--- src/rtl/regmap_access_arbiter.sv ---
// ---------------------------------------------------------------------------
// regmap_access_arbiter
//
// Purpose:
//   Shares the single-port register map between the I2C slave and the
//   SPI 3-wire slave. Each slave posts a one-cycle request pulse. The arbiter
//   holds one pending command per port and serves the ports round-robin. Each
//   served command produces one regmap strobe, then a read-data update and an
//   ack pulse back to the owning slave.
//
// Handshake:
//   A request is a single-cycle pulse on *_req. Command fields (*_wr, *_addr,
//   *_wdata) are sampled only on the edge where *_req=1. A request is accepted
//   when the port has nothing pending, or when its pending command is being
//   acked in that same cycle. A request that arrives while the port is still
//   pending is dropped, and the port's sticky overrun bit is set. *_ack is a
//   one-cycle pulse. *_rdata is valid from the ack cycle onward and holds
//   until the next read completes for that port.
//
// Ports:
//   clk, rst_n                      clock, asynchronous active-low reset
//   i2c_req/wr/addr/wdata           I2C command input
//   i2c_ack, i2c_rdata              I2C completion / read data
//   spi_req/wr/addr/wdata           SPI command input
//   spi_ack, spi_rdata              SPI completion / read data
//   rm_en/wr/addr/wdata, rm_rdata   regmap access port (read data one cycle
//                                   after rm_en)
//   owner_spi                       1 while SPI owns the current access
//   overrun[1:0]                    sticky overrun flags (bit0 I2C, bit1 SPI)
//   contention_cnt                  saturating count of grants made while
//                                   both ports were pending (only with
//                                   REGMAP_ARB_STATS_EN defined)
//   dbg_state                       current FSM state (IDLE=0, ACCESS=1,
//                                   RESP=2)
//
// Optional feature macro: REGMAP_ARB_STATS_EN
// ---------------------------------------------------------------------------
module regmap_access_arbiter #(
  parameter int ADDR_W = 7,
  parameter int DATA_W = 8,
  parameter int CNT_W  = 16
) (
  input  logic              clk,
  input  logic              rst_n,
  input  logic              i2c_req,
  input  logic              i2c_wr,
  input  logic [ADDR_W-1:0] i2c_addr,
  input  logic [DATA_W-1:0] i2c_wdata,
  output logic              i2c_ack,
  output logic [DATA_W-1:0] i2c_rdata,
  input  logic              spi_req,
  input  logic              spi_wr,
  input  logic [ADDR_W-1:0] spi_addr,
  input  logic [DATA_W-1:0] spi_wdata,
  output logic              spi_ack,
  output logic [DATA_W-1:0] spi_rdata,
  output logic              rm_en,
  output logic              rm_wr,
  output logic [ADDR_W-1:0] rm_addr,
  output logic [DATA_W-1:0] rm_wdata,
  input  logic [DATA_W-1:0] rm_rdata,
  output logic              owner_spi,
  output logic [1:0]        overrun,
`ifdef REGMAP_ARB_STATS_EN
  output logic [CNT_W-1:0]  contention_cnt,
`endif
  output logic [1:0]        dbg_state
);

  typedef enum logic [1:0] {
    ST_IDLE   = 2'd0,
    ST_ACCESS = 2'd1,
    ST_RESP   = 2'd2
  } state_t;

  state_t              r_state;
  state_t              w_state_nxt;

  logic                r_i2c_pend;
  logic                r_i2c_wr;
  logic [ADDR_W-1:0]   r_i2c_addr;
  logic [DATA_W-1:0]   r_i2c_wdata;
  logic                r_spi_pend;
  logic                r_spi_wr;
  logic [ADDR_W-1:0]   r_spi_addr;
  logic [DATA_W-1:0]   r_spi_wdata;

  logic                r_last_spi;
  logic                r_owner_spi;
  logic                r_rm_wr;
  logic [ADDR_W-1:0]   r_rm_addr;
  logic [DATA_W-1:0]   r_rm_wdata;
  logic [DATA_W-1:0]   r_i2c_rdata;
  logic [DATA_W-1:0]   r_spi_rdata;
  logic [1:0]          r_overrun;

  logic                w_grant;
  logic                w_grant_spi;
  logic                w_both_pend;
  logic                w_done_i2c;
  logic                w_done_spi;
  logic                w_i2c_accept;
  logic                w_spi_accept;
  logic                w_i2c_ovr;
  logic                w_spi_ovr;
  logic                w_i2c_live;
  logic                w_spi_live;

  // Arbitration: a lone pending port wins; on a tie the port that was not
  // granted last wins.
  assign w_both_pend = r_i2c_pend & r_spi_pend;
  assign w_grant     = (r_state == ST_IDLE) & (r_i2c_pend | r_spi_pend);
  assign w_grant_spi = r_spi_pend & (~r_i2c_pend | ~r_last_spi);

  // RESP is the ack cycle of the owner; its pending flag clears on that edge.
  assign w_done_i2c = (r_state == ST_RESP) & ~r_owner_spi;
  assign w_done_spi = (r_state == ST_RESP) &  r_owner_spi;

  // A request landing on the ack edge is accepted because the slot frees on
  // that same edge.
  assign w_i2c_accept = i2c_req & (~r_i2c_pend | w_done_i2c);
  assign w_spi_accept = spi_req & (~r_spi_pend | w_done_spi);
  assign w_i2c_ovr    = i2c_req &  r_i2c_pend & ~w_done_i2c;
  assign w_spi_ovr    = spi_req &  r_spi_pend & ~w_done_spi;

  // During the ack cycle the regmap read data is passed straight through so
  // rdata is valid together with ack; it is registered on the same edge.
  assign w_i2c_live = w_done_i2c & ~r_rm_wr;
  assign w_spi_live = w_done_spi & ~r_rm_wr;

  always_comb begin
    w_state_nxt = r_state;
    case (r_state)
      ST_IDLE:   if (w_grant) w_state_nxt = ST_ACCESS;
      ST_ACCESS: w_state_nxt = ST_RESP;
      ST_RESP:   w_state_nxt = ST_IDLE;
      default:   w_state_nxt = ST_IDLE;
    endcase
  end

  always_ff @(posedge clk or negedge rst_n) begin
    if (!rst_n) begin
      r_state <= ST_IDLE;
    end else begin
      r_state <= w_state_nxt;
    end
  end

  // Per-port pending slot and command latch.
  always_ff @(posedge clk or negedge rst_n) begin
    if (!rst_n) begin
      r_i2c_pend  <= 1'b0;
      r_i2c_wr    <= 1'b0;
      r_i2c_addr  <= '0;
      r_i2c_wdata <= '0;
      r_spi_pend  <= 1'b0;
      r_spi_wr    <= 1'b0;
      r_spi_addr  <= '0;
      r_spi_wdata <= '0;
      r_overrun   <= 2'b00;
    end else begin
      r_i2c_pend <= w_i2c_accept | (r_i2c_pend & ~w_done_i2c);
      r_spi_pend <= w_spi_accept | (r_spi_pend & ~w_done_spi);
      if (w_i2c_accept) begin
        r_i2c_wr    <= i2c_wr;
        r_i2c_addr  <= i2c_addr;
        r_i2c_wdata <= i2c_wdata;
      end
      if (w_spi_accept) begin
        r_spi_wr    <= spi_wr;
        r_spi_addr  <= spi_addr;
        r_spi_wdata <= spi_wdata;
      end
      if (w_i2c_ovr) r_overrun[0] <= 1'b1;
      if (w_spi_ovr) r_overrun[1] <= 1'b1;
    end
  end

  // Grant: load the regmap command from the winner's latch.
  always_ff @(posedge clk or negedge rst_n) begin
    if (!rst_n) begin
      r_last_spi  <= 1'b1;
      r_owner_spi <= 1'b0;
      r_rm_wr     <= 1'b0;
      r_rm_addr   <= '0;
      r_rm_wdata  <= '0;
    end else if (w_grant) begin
      r_last_spi  <= w_grant_spi;
      r_owner_spi <= w_grant_spi;
      r_rm_wr     <= w_grant_spi ? r_spi_wr    : r_i2c_wr;
      r_rm_addr   <= w_grant_spi ? r_spi_addr  : r_i2c_addr;
      r_rm_wdata  <= w_grant_spi ? r_spi_wdata : r_i2c_wdata;
    end
  end

  // Read data capture; writes leave the owner's rdata untouched.
  always_ff @(posedge clk or negedge rst_n) begin
    if (!rst_n) begin
      r_i2c_rdata <= '0;
      r_spi_rdata <= '0;
    end else begin
      if (w_i2c_live) r_i2c_rdata <= rm_rdata;
      if (w_spi_live) r_spi_rdata <= rm_rdata;
    end
  end

`ifdef REGMAP_ARB_STATS_EN
  logic [CNT_W-1:0] r_contention_cnt;

  always_ff @(posedge clk or negedge rst_n) begin
    if (!rst_n) begin
      r_contention_cnt <= '0;
    end else if (w_grant && w_both_pend && (r_contention_cnt != {CNT_W{1'b1}})) begin
      r_contention_cnt <= r_contention_cnt + 1'b1;
    end
  end

  assign contention_cnt = r_contention_cnt;
`endif

  assign rm_en     = (r_state == ST_ACCESS);
  assign rm_wr     = r_rm_wr;
  assign rm_addr   = r_rm_addr;
  assign rm_wdata  = r_rm_wdata;
  assign i2c_ack   = w_done_i2c;
  assign spi_ack   = w_done_spi;
  assign i2c_rdata = w_i2c_live ? rm_rdata : r_i2c_rdata;
  assign spi_rdata = w_spi_live ? rm_rdata : r_spi_rdata;
  assign owner_spi = r_owner_spi;
  assign overrun   = r_overrun;
  assign dbg_state = r_state;

endmodule

--- config.mk ---
export PLATFORM = sky130hd
export DESIGN_NAME = regmap_access_arbiter
export DESIGN_NICKNAME = d
export VERILOG_FILES = /design/src/rtl/regmap_access_arbiter.sv
export SDC_FILE = /design/constraint.sdc
export NUM_CORES = 1
export LEC_CHECK = 0
export CAP_MARGIN = 10
export CORE_UTILIZATION = 35
export CTS_BUF_LIST = sky130_fd_sc_hd__clkbuf_8
export CTS_CLUSTER_DIAMETER = 50
export DETAILED_ROUTE_END_ITERATION = 10
export HOLD_SLACK_MARGIN = 0.08
export PLACE_DENSITY = 0.71
export SYNTH_ARGS = -nofsm -noshare
export SYNTH_HDL_FRONTEND = slang
export SYNTH_SLANG_ARGS = --single-unit
--- constraint.sdc ---
create_clock -name clk -period 4.1 [get_ports clk]
set_input_delay 0.82 -clock clk [delete_from_list [all_inputs] [get_ports clk]]
set_output_delay 0.82 -clock clk [all_outputs]
set_load 0.05 [all_outputs]
# Word-level counts from Yosys, hierarchy flattened
# Cells that the tools add are included.
totals:
  output_inout_bits: 40
  ff_bits: 72
  word_cells: 56
  input_bits: 44
classes:
  n_reduce_logical: 1
  eq_ne: 3
  bitwise_logic: 27
  n_mux: 7
op_table:
  columns: ["op", "n"]
  rows:
  - ["2-to-1 mux 8 bit", 3]
  - ["bitwise AND 1 bit", 14]
  - ["2-to-1 mux 7 bit", 1]
  - ["inverter 1 bit", 7]
  - ["bitwise OR 1 bit", 6]
  - ["one-hot mux 2 bit (2 select lines)", 1]
  - ["equality test 2 x 1 -> 1 bit, second input constant", 1]
  - ["equality test 2 bit, second input constant", 1]
  - ["logical NOT 2 bit", 1]
  - ["2-to-1 mux 2 bit", 1]
  - ["inequality test 2 bit, second input constant", 1]
  - ["2-to-1 mux 1 bit", 1]

# Depth between registers and ports, before layout
# Gate-level depths: netlist of run 1.
depth:
  depth_word: 5
  ltp_mapped: 5
  ltp_nobuf: 3

# Least setup slack after synthesis of run 1
# Ideal clock, no wire load.
synth_path:
  kind: "register to output"
  startpoint: "register r_state[0], in the netlist dbg_state[0]"
  endpoint: "output port spi_rdata[0]"
  n_path_buf: 0
  arrival_ps: 1824
  required_time_ps: 3280
  setup_slack_ps: 1456
  stages_incl_launch_ff: 4
  path_cell_list: "dfrtp_1 nand2b_1 nor3b_2 mux2_2"
synth_via:
  elab_chain_len: 4
synth_rtl:
  columns: ["element", "line", "text"]
  rows:
  - ["from (decl)", "76", "state_t r_state;"]
  - ["from (signal assigned)", "145", "r_state <= w_state_nxt;"]
  - ["equality test 2 bit", "117", "assign w_done_spi = (r_state == ST_RESP) & r_owner_spi;"]
  - ["bitwise AND 1 bit", "117", null]
  - ["bitwise AND 1 bit", "129", "assign w_spi_live = w_done_spi & ~r_rm_wr;"]
  - ["2-to-1 mux 8 bit", "228", "assign spi_rdata = w_spi_live ? rm_rdata : r_spi_rdata;"]
  - ["to (decl)", "56", "output logic [DATA_W-1:0] spi_rdata,"]
# Every way passes these cells.

# Worst setup path in the final report of run 1
layout_path:
  startpoint: "register r_state[0], in the netlist dbg_state[0]"
  endpoint: "output port spi_rdata[6]"
# Same word-level chain as after synthesis.

==> results of run 1 <==
-- cell usage in the layout (no fill, tap or decap), types with 2 or more instances in the layout --
| master | instances |
|---|---|
| nor2_1 | 2 |
| nor3b_2 | 2 |
| dfrtp_1 | 71 |
| clkbuf_8 | 10 |
| a21o_1 | 2 |
| clkdlybuf4s50_1 | 82 |
| mux2_4 | 9 |
| mux2_2 | 71 |
| clkinv_2 | 2 |
| o21ai_2 | 2 |
| inv_1 | 4 |
| nor2b_1 | 2 |
-- report_power, final --
part	switching [mW]	internal, mW	total [mW]
logic	1.13	0.941	2.07
registers	0.174	1.06	1.24
clock network	0.257	0.294	0.551
total	1.56	2.30	3.86
-- worst max path at each step --
stage | slack (ns) | end | from | cells after the start
floorplan | 1.46 | spi_rdata[0] | dbg_state[0] | 3
global placement | 0.94 | spi_rdata[7] | dbg_state[0] | 4
detailed placement | 0.84 | spi_rdata[1] | dbg_state[0] | 4
CTS | 0.52 | spi_rdata[3] | dbg_state[0] | 4
global route | 0.37 | spi_rdata[2] | dbg_state[0] | 4
finish | 0.58 | spi_rdata[6] | dbg_state[0] | 4
-- cell type report --
cell class | count | area [µm²] | share of cell area (%)
clock inverter | 6 | 60.06 | 1.476
clock buffer | 10 | 137.6 | 3.383
tap | 105 | 131.4 | 3.229
multi-input combinational | 101 | 1097 | 26.97
sequential | 72 | 1803 | 44.31
timing repair buffer | 83 | 828.3 | 20.36
inverter | 3 | 11.26 | 0.2768
-- stage by stage --
| step | power [mW] | cell area [µm²] |
|---|---|---|
| 2_1_floorplan | 2.787 | 2960 |
| 3_3_place_gp | 3.313 | 3871 |
| 3_5_place_dp | 3.366 | 3871 |
| 4_1_cts | 3.930 | 4069 |
| 5_1_grt | 4.096 | 4069 |
| 6_report | 3.864 | 4069 |
-- per-layer routing --
metal	GRT usage, %	up-vias	share of wire, %
met2	23.42	53	48
met5	0	-	0
li1	-	824	-
met4	5.000	0	1.0
met3	5.097	7	7.0
met1	17.41	909	44
-- cells by family (layout without fill, tap and decap cells) --
family                 after synthesis  count (layout)  synth area share [%]
DFF                                 72              72                 60.90
muxes                               80              80                 31.57
buffers and inverters                8             102                 2.029
and+or+nand+nor                     11              11                 2.705
AOI/OAI and AO/OA                   10              10                 2.790
-- flip-flops by register name (all words and copies together), names as in the netlist --
register / flops
r_last_spi: 1
r_spi_wdata: 8
overrun: 2
r_spi_wr: 1
owner_spi: 1
r_i2c_rdata: 8
rm_wdata: 8
r_i2c_pend: 1
r_i2c_wdata: 8
rm_addr: 7
r_spi_addr: 7
r_spi_pend: 1
rm_wr: 1
r_spi_rdata: 8
r_i2c_wr: 1
dbg_state: 2
r_i2c_addr: 7
==> metrics, run 1 <==
Synth async-reset ratio=100.0%; Final min period=3.519 ns; vias in the first global route=1965; Clk pin slew, worst setup/hold paths=0.07 ns; share of layout cells above drive strength 1=38.55%; number of enable flip-flop cells after synthesis=0; pin count of the biggest net entering global routing=between 70 and 80; area leader, netlist=dfrtp_1; sequential fraction of the synthesis area=approximately three fifths; CTS sink cnt=72; critical path peak fanout=8; Synth area leaders=dfrtp_1, mux2_2, mux2_4, dfstp_2, nor3b_2; Yosys reg bits=72; final worst-path cycle share=85.84%; first-pass GRT wire length=9418 µm; Hold Path Class=flip-flop to flip-flop; final hold viol count=0; Max-slew headroom=28.96%; RR Endpoint=rm_wdata[3]; Syn Nets=roughly 230; GRT Overall Usage=14.31%; Final TNS setup=0 ns; worst hold path stage count=1; Horiz. Die Dim=93.97 µm; mean area per synthesized cell=16.36 µm²; Hold Startpoint=overrun[1]; Fin Hold WS=0.4763 ns; Top Family by Delay on Critical Path=simple AND/OR/NAND/NOR gates; placed cells=364; TritonCTS clock tree=done; via/cell ratio=4.718; Buffers on Ports=83; r2r worst-path depth=3; maximum clock insertion buffer count=2; final net count=314; Worst setup SP type=flip-flop; Initial Util=36.03%; Num CTS Buffers=9; core area=~8000 µm²; Synth Flop Type=dfrtp_1; reg-to-reg slack, setup=slightly below 2 ns; GRT Residual Overflow=0; Reg-to-Reg Start=r_spi_pend; Vias=1793; YS warnings=0; Worst Hold End=overrun[1]; DR pass1 iterations=3; critical path type=flip-flop to output pin; commonest cells in the netlist=dfrtp_1, mux2_2, mux2_4; power density cells=949.7 nW/µm²; CP Capture Type=output pin; hpwl dp=3820 µm; CP max stage cell=clkdlybuf4s50_1; Die Y-Extent=93.97 µm; max cap viols=0; PnR worst setup slack=between 0.5 and 0.6 ns; DR WL/cell=15.07 µm; diodes inserted=0; arrival time worst endpoint=2.70 ns; overall routed net length=5728 µm; # DRC=0; fillers=757; Ports=84; max-slew violation count=0; Core Util, Final=49.52%; RSZ-0062 raised after global routing=no; cells after synthesis=181; Buf/Inv on CP=1; Post-CTS Setup Bufs=0; final setup fails=0; worst path cell trace=nand2b_1, nor3b_2, mux2_2, clkdlybuf4s50_1; Worst-Margin Slew=~1.1 ns; area share of the largest cell type after synthesis=60.02%; worst vdd ir=0.3269 mV; Static Leak=between 1.5 and 2 nW; gpl congestion=about 0.67; Die ar.=8829 µm²; Clock Latency Late Sink=0.34 ns; CTS root buffer=clkbuf_8; mapped cell area=approximately 3000 µm²; CTS Hold Bufs=0; post-cts resize count=0; initial antenna violation count=0; final std cells w/o fill=380; Fin Clk Skew=0.008274 ns; DRT iter0 DRCs=52; remaining antenna violation count after routing=0; status=finished clean; longest individual stage delay on the worst path=0.70 ns; synth unique cells=25; Cell Rows=33; max frequency=284.1 MHz; CTS HTree Levels=3; Area Growth Syn to Fin=37.45%; CP required=3.28 ns; pre-CTS setup slack=0.8360 ns
Note: power is estimated with default switching activity, not from simulation.
==> run 2: changes to the inputs <==
--- a/config.mk
+++ b/config.mk
@@ -12,6 +12,7 @@
 export DETAILED_ROUTE_END_ITERATION = 10
 export HOLD_SLACK_MARGIN = 0.08
 export PLACE_DENSITY = 0.71
+export RECOVER_POWER = 50
 export SYNTH_ARGS = -nofsm -noshare
 export SYNTH_HDL_FRONTEND = slang
 export SYNTH_SLANG_ARGS = --single-unit
==> run 2 against run 1 <==
  * The flow now finishes with violations (capacitance limit, slew limit)
  * Flip-flop and latch count unchanged
  * Global-route usage unchanged
  * First-iteration DRC count up 5.8%
  * Via count down 0.39%
  * Register-to-register slack worse by 1.0 ns
  * Final area down 0.28%
  * Clock skew about the same
  * Die area unchanged
  * Core utilization down 0.14 points
  * Combinational power about the same
  * Non-clock buffer count unchanged
  * Largest power group unchanged
==> metrics, run 2 (synthesis results as in run 1) <==
CTS root buffer=clkbuf_8; Clk pin slew, worst setup/hold paths=0.07 ns (about the same); Worst setup SP type=flip-flop; DRT iter0 DRCs=55 (+5.8%); post-cts resize count=0 (unchanged); max-slew violation count=92 (+92); RSZ-0062 raised after global routing=no; placed cells=364 (unchanged); final std cells w/o fill=380 (unchanged); arrival time worst endpoint=2.69 ns (about the same); hpwl dp=3820 µm (unchanged); Vias=1786 (-0.39%); Reg-to-Reg Start=r_spi_pend; longest individual stage delay on the worst path=0.70 ns (about the same); Design Area, Final=4058 µm² (-0.28%); max frequency=284.8 MHz (+0.23%); TritonCTS clock tree=done; GRT Overall Usage=14.31% (unchanged); final net count=314 (unchanged); r2r worst-path depth=2 (-1); power density cells=949.6 nW/µm² (about the same); overall routed net length=5713 µm (-0.26%); critical path type=flip-flop to output pin; Core Util, Final=49.38% (-0.14 points); Num CTS Buffers=9 (unchanged); Initial Util=36.03% (unchanged); Post-CTS Setup Bufs=0 (unchanged); Buf/Inv on CP=1 (unchanged); remaining antenna violation count after routing=0 (unchanged); final setup fails=0 (unchanged); Horiz. Die Dim=93.97 µm (unchanged); Area Growth Syn to Fin=37.07%; first-pass GRT wire length=9418 µm (unchanged); most frequent cells in the layout=clkdlybuf4s50_1, dfrtp_1, mux2_2; Tot Pwr=3.853 mW (-0.29%); DR WL/cell=15.03 µm (-0.26%); Static Leak=1.723 nW (about the same); critical path peak fanout=8 (unchanged); status=finished with violations; Fin Clk Skew=0.008274 ns (+0.00000005000 ns); core area=8217 µm² (unchanged); CP required=3.28 ns (about the same); diodes inserted=0 (unchanged); CTS sink cnt=72 (unchanged); CTS HTree Levels=3 (unchanged); placement-stage cell area=3871 µm² (unchanged); Final TNS setup=0 ns (unchanged); Worst-Margin Slew=2.776 ns (+1.717 ns); # DRC=0 (unchanged); Fin Hold WS=0.4773 ns (+0.001014 ns); Max-slew headroom=-87.02% (-120 points); Worst Hold End=overrun[1]; worst vdd ir=0.3302 mV (+1.0%); worst hold path stage count=1 (unchanged); max cap viols=2 (+2); via/cell ratio=4.700 (-0.39%); Final min period=3.511 ns (-0.007906 ns); gpl congestion=0.6651 (unchanged); PnR worst setup slack=0.5886 ns (+0.007906 ns); CP Capture Type=output pin; pre-CTS setup slack=0.8360 ns (unchanged); share of layout cells above drive strength 1=34.55% (-4.0 points); reg-to-reg slack, setup=0.96 ns (-1.03 ns); RR Endpoint=rm_addr[3]; DR pass1 iterations=4 (+1); Critical Path Source=dbg_state[0]; initial antenna violation count=0 (unchanged); Top Family by Delay on Critical Path=simple AND/OR/NAND/NOR gates; final hold viol count=0 (unchanged); Hold Startpoint=overrun[1]; Buffers on Ports=83 (unchanged); maximum clock insertion buffer count=2 (unchanged); Die Y-Extent=93.97 µm (unchanged); Die ar.=8829 µm² (unchanged); Clock Latency Late Sink=0.34 ns (about the same); Ports=84 (unchanged); GRT Residual Overflow=0 (unchanged); pin count of the biggest net entering global routing=73 (unchanged); worst path cell trace=nand2b_1, nor3b_2, mux2_2, clkdlybuf4s50_1; vias in the first global route=1965 (unchanged); Hold Path Class=flip-flop to flip-flop; CTS Hold Bufs=0 (unchanged); failing checks=capacitance limit, slew limit; CP max stage cell=clkdlybuf4s50_1; commonest non-fill, non-tap cell in the layout=clkdlybuf4s50_1; Cell Rows=33 (unchanged); final worst-path cycle share=85.64% (-0.19 points)
[run 2: worst max path at each step]
stage	endpoint	slack, ns	depth (start not counted)
2_1_floorplan	spi_rdata[0]	1.46	3
3_3_place_gp	spi_rdata[7]	0.94	4
3_5_place_dp	spi_rdata[1]	0.84	4
4_1_cts	spi_rdata[3]	0.52	4
5_1_grt	spi_rdata[2]	0.38	4
6_report	spi_rdata[1]	0.59	4
[run 2: worst reg2reg max path, delay by kind of cell, from the launching register on]
| family | cells | cell delay [ns] |
|---|---|---|
| mux | 1 | 0.48 |
| flops | 1 | 0.45 |
| compound gates | 1 | 2.09 |
[run 2: layout make-up]
class | instances | area (µm²)
fill | 760 | 4159
sequential | 72 | 1803
multi-input combinational | 101 | 1089
timing repair buffer | 83 | 825.8
clock buffer | 10 | 137.6
tap | 105 | 131.4
clock inverter | 6 | 60.06
inverter | 3 | 11.26
[run 2: routing by layer]
metal / wire length (µm) / GRT usage, % / vias to the layer above
li1: - / - / 822
met1: 2508 / 17.41 / 904
met2: 2746 / 23.42 / 53
met3: 400 / 5.097 / 7
met4: 57 / 5.000 / 0
met5: 0 / 0 / -
[run 2: report_power, final]
group          total (mW)  leakage, nW  switching (mW)  internal (mW)
combinational        2.07        0.768            1.13          0.935
sequential           1.24        0.851           0.170           1.07
clock               0.551        0.103           0.257          0.294
total                3.85         1.72            1.56           2.29
